==> src/rtl/dac_update_scheduler.sv <==
// DAC update scheduler: keeps per-channel shadow setpoints, resets the DAC
// after system reset, then pushes changed channels one at a time in
// round-robin order over the cs/op/addr/data_in/rdy handshake.
module dac_update_scheduler #(
  parameter int unsigned TIMEOUT = 64,
  parameter int unsigned CNT_W   = 16
) (
  input  logic             clk,
  input  logic             rst,
  input  logic             wr_en,
  input  logic [1:0]       wr_chan,
  input  logic [11:0]      wr_data,
  input  logic             err_clr,
  output logic             busy,
  output logic [3:0]       pending,
  output logic             err,
  output logic [CNT_W-1:0] update_count,
  output logic             dac_cs,
  output logic [3:0]       dac_op,
  output logic [7:0]       dac_addr,
  output logic [15:0]      dac_data_in,
  input  logic             dac_rdy
);

  localparam int unsigned TimerW = (TIMEOUT > 1) ? $clog2(TIMEOUT) : 1;
  localparam logic [TimerW-1:0] TimerMax = TimerW'(TIMEOUT - 1);

  localparam logic [3:0] OpReset = 4'b0001;
  localparam logic [3:0] OpWrite = 4'b0010;

  typedef enum logic [1:0] {
    StRstPulse,
    StWaitLow,
    StWaitHigh,
    StIdle
  } state_e;

  state_e            state_q, state_d;
  logic [TimerW-1:0] timer_q, timer_d;
  logic [3:0]        pending_q, pending_d;
  logic [11:0]       shadow_q [4];
  logic [1:0]        rr_ptr_q, rr_ptr_d;
  logic              is_upd_q, is_upd_d;
  logic              err_q, err_d;
  logic [CNT_W-1:0]  cnt_q, cnt_d;
  logic              cs_q, cs_d;
  logic [3:0]        op_q, op_d;
  logic [7:0]        addr_q, addr_d;
  logic [15:0]       data_q, data_d;

  logic              sel_found;
  logic [1:0]        sel_ch;
  logic              timeout;
  logic [3:0]        pend_clr;
  logic [3:0]        pend_set;
  logic [3:0]        wr_set;

  // Round-robin pick: first pending channel after the last one served.
  always_comb begin
    sel_found = 1'b0;
    sel_ch    = rr_ptr_q;
    for (int i = 1; i <= 4; i++) begin
      if (!sel_found && pending_q[2'(rr_ptr_q + 2'(i))]) begin
        sel_found = 1'b1;
        sel_ch    = 2'(rr_ptr_q + 2'(i));
      end
    end
  end

  // Sequencer next state and registered DAC command outputs.
  always_comb begin
    state_d  = state_q;
    timer_d  = timer_q;
    rr_ptr_d = rr_ptr_q;
    is_upd_d = is_upd_q;
    cnt_d    = cnt_q;
    cs_d     = 1'b0;
    op_d     = 4'b0000;
    addr_d   = addr_q;
    data_d   = data_q;
    pend_clr = 4'b0000;
    pend_set = 4'b0000;
    timeout  = 1'b0;

    unique case (state_q)
      StRstPulse: begin
        cs_d     = 1'b1;
        op_d     = OpReset;
        addr_d   = 8'h00;
        data_d   = 16'h0000;
        is_upd_d = 1'b0;
        timer_d  = '0;
        state_d  = StWaitLow;
      end
      StWaitLow: begin
        if (!dac_rdy) begin
          state_d = StWaitHigh;
          timer_d = '0;
        end else if (timer_q == TimerMax) begin
          timeout = 1'b1;
        end else begin
          timer_d = timer_q + TimerW'(1);
        end
      end
      StWaitHigh: begin
        if (dac_rdy) begin
          state_d = StIdle;
          timer_d = '0;
          if (is_upd_q) cnt_d = cnt_q + CNT_W'(1);
        end else if (timer_q == TimerMax) begin
          timeout = 1'b1;
        end else begin
          timer_d = timer_q + TimerW'(1);
        end
      end
      StIdle: begin
        if (sel_found) begin
          cs_d             = 1'b1;
          op_d             = OpWrite;
          addr_d           = {6'b0, sel_ch};
          data_d           = {4'b0, shadow_q[sel_ch]};
          pend_clr[sel_ch] = 1'b1;
          rr_ptr_d         = sel_ch;
          is_upd_d         = 1'b1;
          timer_d          = '0;
          state_d          = StWaitLow;
        end
      end
      default: state_d = StRstPulse;
    endcase

    // A hung DAC re-queues the in-flight channel and re-resets the DAC.
    if (timeout) begin
      state_d = StRstPulse;
      timer_d = '0;
      if (is_upd_q) pend_set[rr_ptr_q] = 1'b1;
    end
  end

  // Host writes set pending after any clear, so a write racing an issue wins.
  always_comb begin
    wr_set = 4'b0000;
    if (wr_en) wr_set[wr_chan] = 1'b1;
    pending_d = (pending_q & ~pend_clr) | pend_set | wr_set;
    err_d     = (err_q & ~err_clr) | timeout;
  end

  // State and output registers with synchronous reset.
  always_ff @(posedge clk) begin
    if (rst) begin
      state_q   <= StRstPulse;
      timer_q   <= '0;
      pending_q <= 4'b0000;
      rr_ptr_q  <= 2'd3;
      is_upd_q  <= 1'b0;
      err_q     <= 1'b0;
      cnt_q     <= '0;
      cs_q      <= 1'b0;
      op_q      <= 4'b0000;
      addr_q    <= 8'h00;
      data_q    <= 16'h0000;
    end else begin
      state_q   <= state_d;
      timer_q   <= timer_d;
      pending_q <= pending_d;
      rr_ptr_q  <= rr_ptr_d;
      is_upd_q  <= is_upd_d;
      err_q     <= err_d;
      cnt_q     <= cnt_d;
      cs_q      <= cs_d;
      op_q      <= op_d;
      addr_q    <= addr_d;
      data_q    <= data_d;
    end
  end

  // Shadow setpoints; the issue path samples the pre-write value.
  always_ff @(posedge clk) begin
    if (rst) begin
      for (int i = 0; i < 4; i++) shadow_q[i] <= 12'h000;
    end else if (wr_en) begin
      shadow_q[wr_chan] <= wr_data;
    end
  end

  assign busy         = (state_q != StIdle);
  assign pending      = pending_q;
  assign err          = err_q;
  assign update_count = cnt_q;
  assign dac_cs       = cs_q;
  assign dac_op       = op_q;
  assign dac_addr     = addr_q;
  assign dac_data_in  = data_q;

endmodule

==> config.mk <==
export PLATFORM = sky130hd
export DESIGN_NAME = dac_update_scheduler
export DESIGN_NICKNAME = d
export VERILOG_FILES = /design/src/rtl/dac_update_scheduler.sv
export SDC_FILE = /design/constraint.sdc
export NUM_CORES = 1
export LEC_CHECK = 0
export ABC_AREA = 1
export ABC_CLOCK_PERIOD_IN_PS = 2000
export CAP_MARGIN = 30
export CORE_MARGIN = 2
export CORE_UTILIZATION = 40
export CTS_BUF_LIST = sky130_fd_sc_hd__clkbuf_2
export DETAILED_ROUTE_END_ITERATION = 8
export GPL_TIMING_DRIVEN = 1
export PLACE_DENSITY = 0.61
export SLEW_MARGIN = 0
export SYNTH_ARGS = -nofsm -noshare
export SYNTH_HDL_FRONTEND = slang
export SYNTH_SLANG_ARGS = --single-unit
==> constraint.sdc <==
create_clock -name clk -period 2 [get_ports clk]
set_clock_uncertainty 0.1 [all_clocks]
set_input_delay 0.2 -clock clk [delete_from_list [all_inputs] [get_ports clk]]
set_output_delay 0.2 -clock clk [all_outputs]
set_load 0.01 [all_outputs]
==> results summary <==
The post-detailed-route wirelength per cell is 14.6 µm. The maximum clock frequency came out at 468 MHz. The average vias per placed instance came out at 4.94. In the post-synthesis netlist, the cell with the most instances is sky130_fd_sc_hd__nand2_1. The worst hold path cell count came out at 4. The initial cell density of the core is 40.9%. The initial antenna violation count came out at 0. The worst min-delay path class is primary input to flip-flop. The fraction of layout instances using a drive strength above 1 came out at 27.3%.

The maximum buffer depth of the clock tree is 2. The overall die area is 13,200 µm². The number of flops mapped to enable cells by yosys is 48. The leftover overflow at the end of global routing is 0. The hold-fix buffer count after cts came out at 0.

The worst setup path is of the flip-flop to flip-flop kind. Setup repair after global routing could not meet its margin everywhere. The data required time of the critical path is 2410 ps. The adder and majority gate portion of the synthesized area is 2.80%.

STA puts the critical path data arrival time at 2550 ps. The share of cell area taken by muxes after synthesis came out at 0.229%. Each instance of the synthesized netlist takes up on average 8.13 µm².

Summed over all cells, the static leakage comes to 0.00288 µW. The maximum level of the CTS H-tree came out at 3. The maximum VDD drop is 0.314 mV. The run finished, with violations left. Entering global routing, the biggest net connects 24 pins.

Setup slack on the critical path of the routed design comes to -138 ps. Sorting the synthesized cells by how often they occur yields 140 x sky130_fd_sc_hd__nand2_1, 85 x sky130_fd_sc_hd__inv_1, 71 x sky130_fd_sc_hd__nor2_1. The clock tree from TritonCTS is yes. The number of violations of the max-capacitance limit came out at 0. The placeable core region came out at 12,000 µm². The clock latency of the later-clocked register in the worst-skew pair came out at 610 ps. The synthesized netlist devotes 30.8% of its cell area to simple gates. The clock period minus worst slack is 2140 ps. The cell sitting at the root of the clock tree is a sky130_fd_sc_hd__clkbuf_2. The worst setup path is captured at a flip-flop.

In the final design database the tool counted 748 nets. In this run, the number of DRC markers left after iteration 0 of detailed routing was 238. By area the synthesized netlist is led by sky130_fd_sc_hd__edfxtp_1 29%, sky130_fd_sc_hd__dfxtp_1 20%, sky130_fd_sc_hd__nand2_1 11%, sky130_fd_sc_hd__inv_1 6.5%, sky130_fd_sc_hd__nand3_1 6.1%. The maximum fanout along the worst path came out at 9.

The number of diodes added for antenna fixing came out at 0. The share of total power in combinational logic came out at 45.0%. The number of I/O port buffers came out at 57. The count of unresolved DRC violations after routing is 0.

The clock slew at the register clock pins of the worst setup and hold paths is 270 ps. After synthesis, the netlist uses 42 different library cells. The fraction of power spent switching nets came out at 38.8%. Dividing total power by cell area gives a power density of 869 nW/µm². The cell taking the most area after synthesis is sky130_fd_sc_hd__edfxtp_1. The detailed-route via count came out at 4,293. Relative to the synthesized area, the layout overhead comes to 34.1%. Fill cells in the final layout number 1,111. The number of buffers added by the clock tree synthesis step is 9. The wire-length estimate of the detail-placed layout is 8680 µm. Dividing the final minimum period by the clock period gives 107%.

The logic depth of the worst register-to-register path is 13. The async set-or-reset flop fraction in the synthesized netlist came out at 0%. The overall routed net length came out at 12,700 µm. The number of detailed-routing iterations run before antenna repair is 4. The total clock sinks is 97. Cell internal power was estimated by the tool at 3510 µW.

The number of max-slew violations in the final report is 0. The power dissipated by switching net loads is 2220 µW. Summing every instance area after synthesis gives 4910 µm².

The die boundary height is 115 µm. In this run, synthesis produced a sequential element count of 97. Setup violations remaining at the end of the flow were counted as 19. The final reports fail on negative setup slack. The portion of total power attributed to sequential cells is 40.5%.

The count of yosys warnings during synthesis is 0. The number of global-route vias before repair came to 4,179. The relative contribution of the clock network to total power is 14.5%. The total power is 5730 µW. The global router's overall resource usage is 19.7%. The top flip-flop cell by instance count after synthesis is sky130_fd_sc_hd__dfxtp_1. The fraction of the core area covered by cells at the end of the flow is 54.8%. Summing all placed instances gives a cell area of 5920 µm².

The final design area excluding fillers is 6590 µm². After Yosys synthesis, XOR and XNOR cells account for 0.178% of the synthesized area. After floorplanning, the core was divided into 40 placement rows. The compound-cell area share of the yosys netlist came out at 5.81%. The dominant combinational cell family by area after synthesis is simple AND/OR/NAND/NOR gates. Summing the sequential cell areas from Yosys gives 49.3% of the chip area.

Once detail routing completed, the nets flagged for antenna violations numbered 0. The count of pins on the block boundary came out at 70. The number of instances in the synthesized netlist came out at 604. The horizontal die dimension came out at 115 µm. The portion of synthesized cell area occupied by the leading cell type is 29.3%.

The first global-routing pass estimated 20,100 µm of wire. STA classifies the critical path startpoint as a flip-flop. The number of hold violations in the final report came to 0.

The routability congestion estimate from global placement is 0.885.
[per-layer routing]
layer  share of wire (%)  GRT usage, %  wire length (µm)
met4                 2.3          8.43               289
met2                  49          33.1              6250
met5                   0             0                 0
met1                  43          25.4              5530
met3                 5.1          3.06               652
[path summary, 6_finish.rpt]
check | slack (ps) | to | startpoint
max | -140 | pending[3]$_SDFF_PP0_ | rr_ptr_q[0]$_SDFFE_PP1P_
min | 100 | err$_SDFF_PP0_ | err_clr
max reg2reg | -140 | pending[3]$_SDFF_PP0_ | rr_ptr_q[0]$_SDFFE_PP1P_
min reg2reg | 380 | err$_SDFF_PP0_ | err$_SDFF_PP0_
[timing repair]
action                                  in CTS  in global routing
resized for setup                           38                 86
pin swaps                                   13                 32
cloned                                       3                  1
endpoints found under the setup margin      23                 42
setup buffers                                9                  9
[power by group through the flow]
stage / Clock, µW / Combinational [µW] / Sequential (µW)
floorplan: 0 / 1280 / 2350
global placement: 0 / 1960 / 2330
detailed placement: 0 / 1990 / 2340
CTS: 861 / 2220 / 2310
global route: 935 / 2800 / 2340
finish: 829 / 2580 / 2320
[layout by cell type (no fill, tap or decap), drive strengths merged, types with 2 or more instances in the layout]
master / n
nor3: 12
edfxtp: 48
o21ai: 16
buf: 61
nor2: 76
nand2: 154
a211oi: 2
nand4: 7
dlymetal6s2s: 3
nand3: 68
nor3b: 2
clkbuf: 14
nor4: 3
inv: 92
conb: 12
dfxtp: 49
a21oi: 25
clkdlybuf4s50: 53
o21a: 3
clkinvlp: 2
ha: 11
[sequential cells by signal, summed over array words and instances, names as in the netlist, 2 cells and up]
signal / cells
dac_data_in: 12
timer_q: 6
dac_addr: 2
dac_op: 2
state_q: 2
update_count: 16
shadow_q: 48
pending: 4
rr_ptr_q: 2
[metrics by stage]
step / setup TNS, ps / hold slack [ps] / setup WS, ps / cells
after global placement: -151 / 355 / -50.7 / 832
after detailed placement: -487 / 358 / -73.0 / 832
after global routing: -3580 / 49.4 / -240 / 869
after floorplan: 0 / 183 / 7.91 / 615
after CTS: -856 / 44.8 / -98.7 / 859
final: -1460 / 101 / -138 / 869
[cell type report]
cell class / count / area [µm²] / share of cell area [%]
Clock buffer: 12 / 60.1 / 0.912
Clock inverter: 3 / 20.0 / 0.304
Inverter: 92 / 369 / 5.61
Multi-Input combinational cell: 399 / 2340 / 35.5
Sequential cell: 97 / 2450 / 37.2
Tap cell: 147 / 184 / 2.79
Timing Repair Buffer: 119 / 1160 / 17.6
[kinds of logic (layout without fill, tap and decap cells)]
family                     after synthesis  in the layout
DFF                                     97             97
muxes                                    1              1
AOI/OAI and AO/OA                       51             51
buffers and inverters                  120            226
xor gates and xnor gates                 1              1
other                                    1             12
adders and majority gates               11             11
and+or+nand+nor                        322            323
[worst max-delay path, cell delays in order (launching register included)]
cell                      delay (ps)
sky130_fd_sc_hd__dfxtp_4         420
sky130_fd_sc_hd__inv_6            50
sky130_fd_sc_hd__buf_4           190
sky130_fd_sc_hd__nand2_2         100
sky130_fd_sc_hd__nand3_4         140
sky130_fd_sc_hd__nand2_8          90
sky130_fd_sc_hd__nor2_2          140
sky130_fd_sc_hd__nand2_1         110
sky130_fd_sc_hd__nand3_2         110
sky130_fd_sc_hd__nand2_4         100
sky130_fd_sc_hd__buf_4           150
sky130_fd_sc_hd__buf_4           120
sky130_fd_sc_hd__o21ai_1         120
sky130_fd_sc_hd__a21oi_1          80
Power figures use the tool's default switching activity.
